[config.mk]
export PLATFORM = sky130hd
export DESIGN_NAME = bus_hold_arb_flat
export DESIGN_NICKNAME = d
export VERILOG_FILES = /design/src/rtl/bus_hold_arb_if.sv /design/src/rtl/bus_hold_arb.sv /design/src/flat_wrapper.sv
export SDC_FILE = /design/constraint.sdc
export NUM_CORES = 1
export LEC_CHECK = 0
export ABC_AREA = 1
export CAP_MARGIN = 40
export CORE_ASPECT_RATIO = 1.4
export CORE_MARGIN = 3
export CORE_UTILIZATION = 42
export DETAILED_ROUTE_END_ITERATION = 6
export PLACE_DENSITY = 0.85
export REMOVE_ABC_BUFFERS = 1
export SLEW_MARGIN = 20
export SYNTH_ARGS = -nofsm -noshare
export SYNTH_HDL_FRONTEND = slang
export SYNTH_SLANG_ARGS = --single-unit
[constraint.sdc]
create_clock -name clk -period 2.93 [get_ports clk]
set_clock_uncertainty 0.2 [all_clocks]
set_input_delay 0.293 -clock clk [delete_from_list [all_inputs] [get_ports clk]]
set_output_delay 0.293 -clock clk [all_outputs]
set_load 0.005 [all_outputs]
[src/rtl/bus_hold_arb_if.sv]
// CPU, DMA master and RAM bus bundle seen by the hold/vramcs arbiter.
// slave = arbiter side, master = the surrounding system (CPU core, DMA master, RAM, firmware).
interface bus_hold_arb_if #(
  parameter int CNT_W = 16
);
  logic [15:0]      cpu_addr;
  logic [7:0]       cpu_dout;
  logic             cpu_rw;
  logic             cpu_vma;
  logic             cpu_ba;
  logic             cpu_halt;
  logic [7:0]       cpu_din;
  logic             dma_hold;
  logic             dma_cs;
  logic [15:0]      dma_addr;
  logic             dma_grant;
  logic [7:0]       dma_data;
  logic [15:0]      mem_addr;
  logic [7:0]       mem_dout;
  logic [7:0]       mem_din;
  logic             mem_cs;
  logic             mem_we;
  logic             clr_stat;
  logic             late_err;
  logic [7:0]       late_cnt;
  logic [CNT_W-1:0] grant_cnt;

  modport slave (
    input  cpu_addr, cpu_dout, cpu_rw, cpu_vma, cpu_ba,
    input  dma_hold, dma_cs, dma_addr,
    input  mem_din, clr_stat,
    output cpu_halt, cpu_din, dma_grant, dma_data,
    output mem_addr, mem_dout, mem_cs, mem_we,
    output late_err, late_cnt, grant_cnt
  );

  modport master (
    output cpu_addr, cpu_dout, cpu_rw, cpu_vma, cpu_ba,
    output dma_hold, dma_cs, dma_addr,
    output mem_din, clr_stat,
    input  cpu_halt, cpu_din, dma_grant, dma_data,
    input  mem_addr, mem_dout, mem_cs, mem_we,
    input  late_err, late_cnt, grant_cnt
  );
endinterface

[src/rtl/bus_hold_arb.sv]
// Halts the CPU on a DMA hold request, hands the RAM bus to the DMA master once the CPU
// reports bus-available (or after TIMEOUT cycles), and returns it through one turnaround cycle.
module bus_hold_arb #(
  parameter int TIMEOUT = 16,
  parameter int CNT_W   = 16
) (
  input logic          clk,
  input logic          rst,
  bus_hold_arb_if.slave bus
);
  localparam int WAIT_W = (TIMEOUT > 1) ? $clog2(TIMEOUT) : 1;
  localparam logic [WAIT_W-1:0] WAIT_LAST = WAIT_W'(TIMEOUT - 1);

  typedef enum logic [1:0] {
    IDLE    = 2'd0,
    REQ     = 2'd1,
    GRANT   = 2'd2,
    RELEASE = 2'd3
  } state_t;

  state_t           state;
  logic             halt;
  logic             grant;
  logic [WAIT_W-1:0] wait_cnt;
  logic             late_err;
  logic [7:0]       late_cnt;
  logic [CNT_W-1:0] grant_cnt;
  logic             late_evt;
  logic             grant_evt;

  logic [15:0] mem_addr;
  logic [7:0]  mem_dout;
  logic        mem_cs;
  logic        mem_we;

  // A forced grant: CPU never raised bus-available within the wait window.
  assign late_evt  = (state == REQ) && bus.dma_hold && !bus.cpu_ba && (wait_cnt == WAIT_LAST);
  assign grant_evt = (state == GRANT) && bus.dma_hold;

  always_ff @(posedge clk) begin
    if (rst) begin
      state    <= IDLE;
      halt     <= 1'b0;
      grant    <= 1'b0;
      wait_cnt <= '0;
    end else begin
      case (state)
        IDLE: begin
          if (bus.dma_hold) begin
            state    <= REQ;
            halt     <= 1'b1;
            wait_cnt <= '0;
          end
        end
        REQ: begin
          wait_cnt <= wait_cnt + 1'b1;
          if (!bus.dma_hold) begin
            state <= RELEASE;
          end else if (bus.cpu_ba || (wait_cnt == WAIT_LAST)) begin
            state <= GRANT;
            grant <= 1'b1;
          end
        end
        GRANT: begin
          if (!bus.dma_hold) begin
            state <= RELEASE;
            grant <= 1'b0;
          end
        end
        RELEASE: begin
          state <= IDLE;
          halt  <= 1'b0;
        end
        default: begin
          state <= IDLE;
          halt  <= 1'b0;
          grant <= 1'b0;
        end
      endcase
    end
  end

  // Clear wins over any same-cycle set or increment.
  always_ff @(posedge clk) begin
    if (rst || bus.clr_stat) begin
      late_err  <= 1'b0;
      late_cnt  <= 8'd0;
      grant_cnt <= '0;
    end else begin
      if (late_evt) begin
        late_err <= 1'b1;
        if (late_cnt != 8'hFF) late_cnt <= late_cnt + 8'd1;
      end
      if (grant_evt && (grant_cnt != {CNT_W{1'b1}})) grant_cnt <= grant_cnt + 1'b1;
    end
  end

  // RELEASE parks the bus idle so a pending CPU write cannot slip through during turnaround.
  always_comb begin
    mem_addr = bus.cpu_addr;
    mem_dout = bus.cpu_dout;
    mem_cs   = bus.cpu_vma;
    mem_we   = bus.cpu_vma & ~bus.cpu_rw;
    case (state)
      GRANT: begin
        mem_addr = bus.dma_addr;
        mem_dout = 8'd0;
        mem_cs   = bus.dma_cs;
        mem_we   = 1'b0;
      end
      RELEASE: begin
        mem_dout = 8'd0;
        mem_cs   = 1'b0;
        mem_we   = 1'b0;
      end
      default: ;
    endcase
  end

  assign bus.mem_addr  = mem_addr;
  assign bus.mem_dout  = mem_dout;
  assign bus.mem_cs    = mem_cs;
  assign bus.mem_we    = mem_we;
  assign bus.cpu_halt  = halt;
  assign bus.dma_grant = grant;
  assign bus.cpu_din   = bus.mem_din;
  assign bus.dma_data  = bus.mem_din;
  assign bus.late_err  = late_err;
  assign bus.late_cnt  = late_cnt;
  assign bus.grant_cnt = grant_cnt;
endmodule

[src/flat_wrapper.sv]
// flat-port wrapper written by rule: the top's interface ports become plain ports
module bus_hold_arb_flat 
#(
  parameter int TIMEOUT = 16,
  parameter int CNT_W   = 16
)
  (clk, rst, bus_cpu_addr, bus_cpu_dout, bus_cpu_rw, bus_cpu_vma, bus_cpu_ba, bus_dma_hold, bus_dma_cs, bus_dma_addr, bus_mem_din, bus_clr_stat, bus_cpu_halt, bus_cpu_din, bus_dma_grant, bus_dma_data, bus_mem_addr, bus_mem_dout, bus_mem_cs, bus_mem_we, bus_late_err, bus_late_cnt, bus_grant_cnt);
  bus_hold_arb_if #(.CNT_W(CNT_W)) bus_i ();
  input logic clk;
  input logic rst;
  input wire logic [$bits(bus_i.cpu_addr)-1:0] bus_cpu_addr;
  input wire logic [$bits(bus_i.cpu_dout)-1:0] bus_cpu_dout;
  input wire logic [$bits(bus_i.cpu_rw)-1:0] bus_cpu_rw;
  input wire logic [$bits(bus_i.cpu_vma)-1:0] bus_cpu_vma;
  input wire logic [$bits(bus_i.cpu_ba)-1:0] bus_cpu_ba;
  input wire logic [$bits(bus_i.dma_hold)-1:0] bus_dma_hold;
  input wire logic [$bits(bus_i.dma_cs)-1:0] bus_dma_cs;
  input wire logic [$bits(bus_i.dma_addr)-1:0] bus_dma_addr;
  input wire logic [$bits(bus_i.mem_din)-1:0] bus_mem_din;
  input wire logic [$bits(bus_i.clr_stat)-1:0] bus_clr_stat;
  output wire logic [$bits(bus_i.cpu_halt)-1:0] bus_cpu_halt;
  output wire logic [$bits(bus_i.cpu_din)-1:0] bus_cpu_din;
  output wire logic [$bits(bus_i.dma_grant)-1:0] bus_dma_grant;
  output wire logic [$bits(bus_i.dma_data)-1:0] bus_dma_data;
  output wire logic [$bits(bus_i.mem_addr)-1:0] bus_mem_addr;
  output wire logic [$bits(bus_i.mem_dout)-1:0] bus_mem_dout;
  output wire logic [$bits(bus_i.mem_cs)-1:0] bus_mem_cs;
  output wire logic [$bits(bus_i.mem_we)-1:0] bus_mem_we;
  output wire logic [$bits(bus_i.late_err)-1:0] bus_late_err;
  output wire logic [$bits(bus_i.late_cnt)-1:0] bus_late_cnt;
  output wire logic [$bits(bus_i.grant_cnt)-1:0] bus_grant_cnt;
  assign bus_i.cpu_addr = bus_cpu_addr;
  assign bus_i.cpu_dout = bus_cpu_dout;
  assign bus_i.cpu_rw = bus_cpu_rw;
  assign bus_i.cpu_vma = bus_cpu_vma;
  assign bus_i.cpu_ba = bus_cpu_ba;
  assign bus_i.dma_hold = bus_dma_hold;
  assign bus_i.dma_cs = bus_dma_cs;
  assign bus_i.dma_addr = bus_dma_addr;
  assign bus_i.mem_din = bus_mem_din;
  assign bus_i.clr_stat = bus_clr_stat;
  assign bus_cpu_halt = bus_i.cpu_halt;
  assign bus_cpu_din = bus_i.cpu_din;
  assign bus_dma_grant = bus_i.dma_grant;
  assign bus_dma_data = bus_i.dma_data;
  assign bus_mem_addr = bus_i.mem_addr;
  assign bus_mem_dout = bus_i.mem_dout;
  assign bus_mem_cs = bus_i.mem_cs;
  assign bus_mem_we = bus_i.mem_we;
  assign bus_late_err = bus_i.late_err;
  assign bus_late_cnt = bus_i.late_cnt;
  assign bus_grant_cnt = bus_i.grant_cnt;
  bus_hold_arb #(.TIMEOUT(TIMEOUT), .CNT_W(CNT_W)) u_core (.clk(clk), .rst(rst), .bus(bus_i));
endmodule
# == Word-level counts from Yosys, hierarchy flattened ==
# Cells that the tools add are included.
# totals
mem_bits_rw,0
memories,0
output_inout_bits,69
input_bits,56
mem_bits_ro,0
latchBits,0
word_cells,58
reg_bits,33
# op_classes
add_sub_neg,3
bitwise,2
multipliers,0
eq_ne,11
shifts,0
n_reduce_logical,18
n_mux,17
div_mod_pow,0
order_cmp,0
# op_table
cell,n
"16-bit by 1-bit adder with 16-bit output, second input constant",1
16-bit two-way mux,1
"16-bit inequality test, second input constant",1
"8-bit by 1-bit adder with 8-bit output, second input constant",1
2-bit two-way mux,4
8-bit two-way mux,1
"2-bit inequality test, second input constant",4
"8-bit inequality test, second input constant",1
2-bit one-hot mux with 4 select lines,1
4-bit one-hot mux with 2 select lines,1
1-bit one-hot mux with 2 select lines,3
2-bit AND reduction,3
2-bit nonzero test,3
1-bit logical AND,5
1-bit two-way mux,5
"4-bit by 1-bit adder with 4-bit output, second input constant",1
"2-bit equality test, second input constant",2
"4-bit equality test, second input constant",1
4-bit two-way mux,1
4-bit AND reduction,1
"3-bit inequality test, second input constant",1
3-bit AND reduction,1
"2-bit by 1-bit equality test with 1-bit output, second input constant",1
2-bit zero test,1
other kinds (5),6

# == Longest topological paths before layout ==
# logic_depth
depth_word,5
depth_mapped,10
mapped_depth_nobuf,10

# == Least setup slack after synthesis ==
# Ideal clock, no wire load.
# synth_timing
path_kind,register to output
startpoint,reg u_core.state[0]
endpoint,out bus_mem_cs
arrival_time_ns,1.496
t_required_ns,2.437
slack_ns,0.941
path_stages_with_launch,7
path_cell_list,dfxtp_1 -> inv_1 -> ha_1 -> buf_2 -> or2_2 -> clkbuf_1 -> o21ai_0
# synth_between
elab_chain_cells,2
elab_cells_between_ends,3
cone_classes,eq/ne (2); mux (1)
# synth_lines
element,line,text
from (decl),bus_hold_arb.sv:21,state_t state;
from (signal assigned),bus_hold_arb.sv:42,state <= IDLE;
from (signal assigned),bus_hold_arb.sv:50,state <= REQ;
from (signal assigned),bus_hold_arb.sv:58,state <= RELEASE;
2-bit equality test,bus_hold_arb.sv:104,case (state)
1-bit one-hot mux with 2 select lines (*),bus_hold_arb.sv:104,
to (decl),flat_wrapper.sv:27,output wire logic [$bits(bus_i.mem_cs)-1:0] bus_mem_cs;
# Every way passes the cells marked *; elsewhere a longest branch is shown, timed or not.

# == Worst setup path in the final report ==
# Ends and elaborated chain as after synthesis.

==> results.yml <==
worst_setup_path:
  cp_required_ns: 2.44
  crit_path_start_kind: "flip-flop"
  reg2reg_depth: 8
  reg2reg_slack_ns: 0.94
  crit_path_max_fanout: 10
  endpoint_kind: "output port"
  critPathKind: "reg -> out"
  timing.rr.end: "u_core.bus.late_cnt[4]$_SDFFE_PP0P_"
  worst_path_arrival_time_ns: 2.16
  worst_r2r_startpoint: "u_core.state[1]$_SDFFE_PP0P_"
drt:
  routed-via-count: 2498
  firstDrtPassIters: 4
  drt-wirelength-per-cell_um: 12.71
  avgViaCountPerCell: 4.947
  drc: 0
  drt_iter0_drc: 113
  wl_um: 6421
  antenna_violating_nets_post_route: 0
floorplan:
  design.die.area_um2: 6270
  fp.coreArea_um2: 4992
  die_h_um: 92.50
  ios: 125
  floorplan.die.width_um: 67.79
  rows: 30
  initial_core_util_pct: 44.96
placed_design:
  post-dp-hpwl_um: 5042
  dpl_cell_area_um2: 3166
  buffer_ports.inserted: 100
  place.gp.congestion: 0.8250
flow_run:
  maxCapViolCount: 0
power:
  power_density_nw_per_um2: 516.8
  static-leakage-power_nw: 1.319
  worst_ir_drop_vdd_mv: 0.3897
worst_hold_path:
  min_delay_path_depth: 2
  timing.hold.worst.class: "reg -> reg"
  hold_path.startpoint: "u_core.wait_cnt[1]$_SDFFE_PP0P_"
  hold-path-endpoint: "u_core.wait_cnt[1]$_SDFFE_PP0P_"
sta:
  timing.fmax_ghz: 0.3770
  hold_viol: 0
  setup_tns_ns: 0
  slew_violations: 0
  worst-slew-pin-transition_ns: 0.5017
  final_min_period_over_clock_period_pct: 90.53
  rsz0062_at_grt: "no"
  timing.final.setup_violations: 0
  timing.max_slew.rel_slack_pct: 66.52
  final.min_clock_period_ns: 2.652
global_route:
  grt_pass1_vias: 2506
  grt_antenna_before_repair: 0
  global_route.usage.total_pct: 21.36
  globalRoute.totalOverflow: 0
  grt_pass1_wl_um: 10570
  pin_count_of_the_biggest_net_entering_global_routing: 19
finish:
  area_growth_syn_to_layout_pct: 46.21
  fin_area_um2: 3282
  drive_above_1_share_pct: 5.442
  most-common-layout-cells: "122 x nand2_1, 100 x clkdlybuf4s50_1, 40 x nor2_1"
  commonest_non_fill_non_tap_cell_in_the_layout: "nand2_1"
  fillCellCount: 420
  fin_nets: 504
  insertedDiodeCount: 0
cts:
  holdBufCountCts: 0
  cts_repair_resizes: 0
  tritoncts: "done"
  clock_sink_count: 33
  cts.path.max_buffers: 2
  clk-insertion-delay-late_ns: 0.29
  clock_input_transition_at_the_sequential_cells_of_the_worst_setup_and_hold_paths_ns: 0.07
  tritoncts.num_buffers: 5
  cts_htree_levels: 2
  postCtsSetupBuffers: 0
  clockRootBuffer: "clkbuf_8"
synthesis:
  syn-cell-area_um2: 2245
  netlist_instances: 357
  syn-mean-instance-area_um2: 6.288
  postSynthRegisterBits: 33
  synth_sequential_area_ratio_pct: 29.43
  yosysWarningCount: 0
  synth.lib_cells_used.distinct: 31
run_status:
  outcome: "completed"
[metrics by stage]
stage	utilization [%]	hold slack (ns)	power [mW]	instances	setup WS (ns)
after floorplan	-	0.1621	0.8436	332	0.9359
after global placement	63.41	0.2611	1.243	497	0.6435
after detailed placement	63.41	0.2672	1.250	497	0.6069
after CTS	65.74	0.2954	1.707	505	0.2623
after global routing	65.74	0.3227	1.801	505	0.1400
final	65.74	0.2966	1.696	505	0.2775
[power breakdown]
group	switching, mW	total [mW]	internal [mW]
Clock	0.178	0.455	0.278
Combinational	0.360	0.744	0.385
Sequential	0.0242	0.497	0.473
[how the worst max path moves through the flow]
stage	start	to	slack, ns	depth (start not counted)
finish	u_core.state[0]$_SDFFE_PP0P_	bus_mem_cs	0.28	5
global route	u_core.state[0]$_SDFFE_PP0P_	bus_mem_addr[7]	0.14	6
CTS	u_core.state[0]$_SDFFE_PP0P_	bus_mem_cs	0.26	5
detailed placement	u_core.state[0]$_SDFFE_PP0P_	bus_mem_we	0.61	5
global placement	u_core.state[0]$_SDFFE_PP0P_	bus_mem_cs	0.64	5
floorplan	u_core.state[0]$_SDFFE_PP0P_	bus_mem_addr[0]	0.94	5
[cell usage after synthesis, drive strengths merged]
master,count,area share (%)
and3,1,0.28
o21ai,8,2.3
ha,8,4.5
nand3b,1,0.33
buf,22,7.0
inv,34,5.7
nand2,124,21
o31ai,1,0.33
xnor2,5,2.0
xor2,5,2.0
nand4,6,1.7
or2,1,0.28
o211ai,1,0.33
nor3,5,1.1
nor2,49,9.9
clkinv,1,0.17
nand3,21,4.7
a211oi,2,0.67
o21a,1,0.33
dfxtp,33,29
clkbuf,3,0.50
a21oi,25,5.7
[cell type report]
cell class,count,area (um2),area share [%]
repair buffers,101,1008,30.73
clock buffers,7,86.33,2.631
inverters,35,131.4,4.003
flip-flops and latches,33,660.6,20.13
clock inverters,1,30.03,0.9150
multi-input cells,264,1285,39.15
well taps,64,80.08,2.440
[worst max-delay path, stage by stage, from the launching register on]
cell and delay (ns):
dfxtp_1 0.43, inv_1 0.11, ha_1 0.24, or2_2 0.39
o21ai_0 0.17, clkdlybuf4s50_1 0.52
[cell families after synthesis]
kind of cell | count (synthesis) | share of synthesized area (%)
buffers and inverters | 60 | 13.32
xor gates and xnor gates | 10 | 3.902
DFF | 33 | 29.43
AOI/OAI and AO/OA | 38 | 9.699
and+or+nand+nor | 208 | 39.19
adders and majority gates | 8 | 4.459
[sequential cells by signal, indices dropped and copies added, names as in the netlist]
name / flops
u_core.bus.cpu_halt: 1
u_core.bus.dma_grant: 1
u_core.bus.grant_cnt: 16
u_core.bus.late_cnt: 8
u_core.bus.late_err: 1
u_core.state: 2
u_core.wait_cnt: 4
[routing by layer]
metal,GRT usage [%],routed length (um)
met2,37.04,3314
met4,10.28,77
met1,20.91,2301
met5,0,0
met3,9.466,727
(Power assumes the default switching activity.)
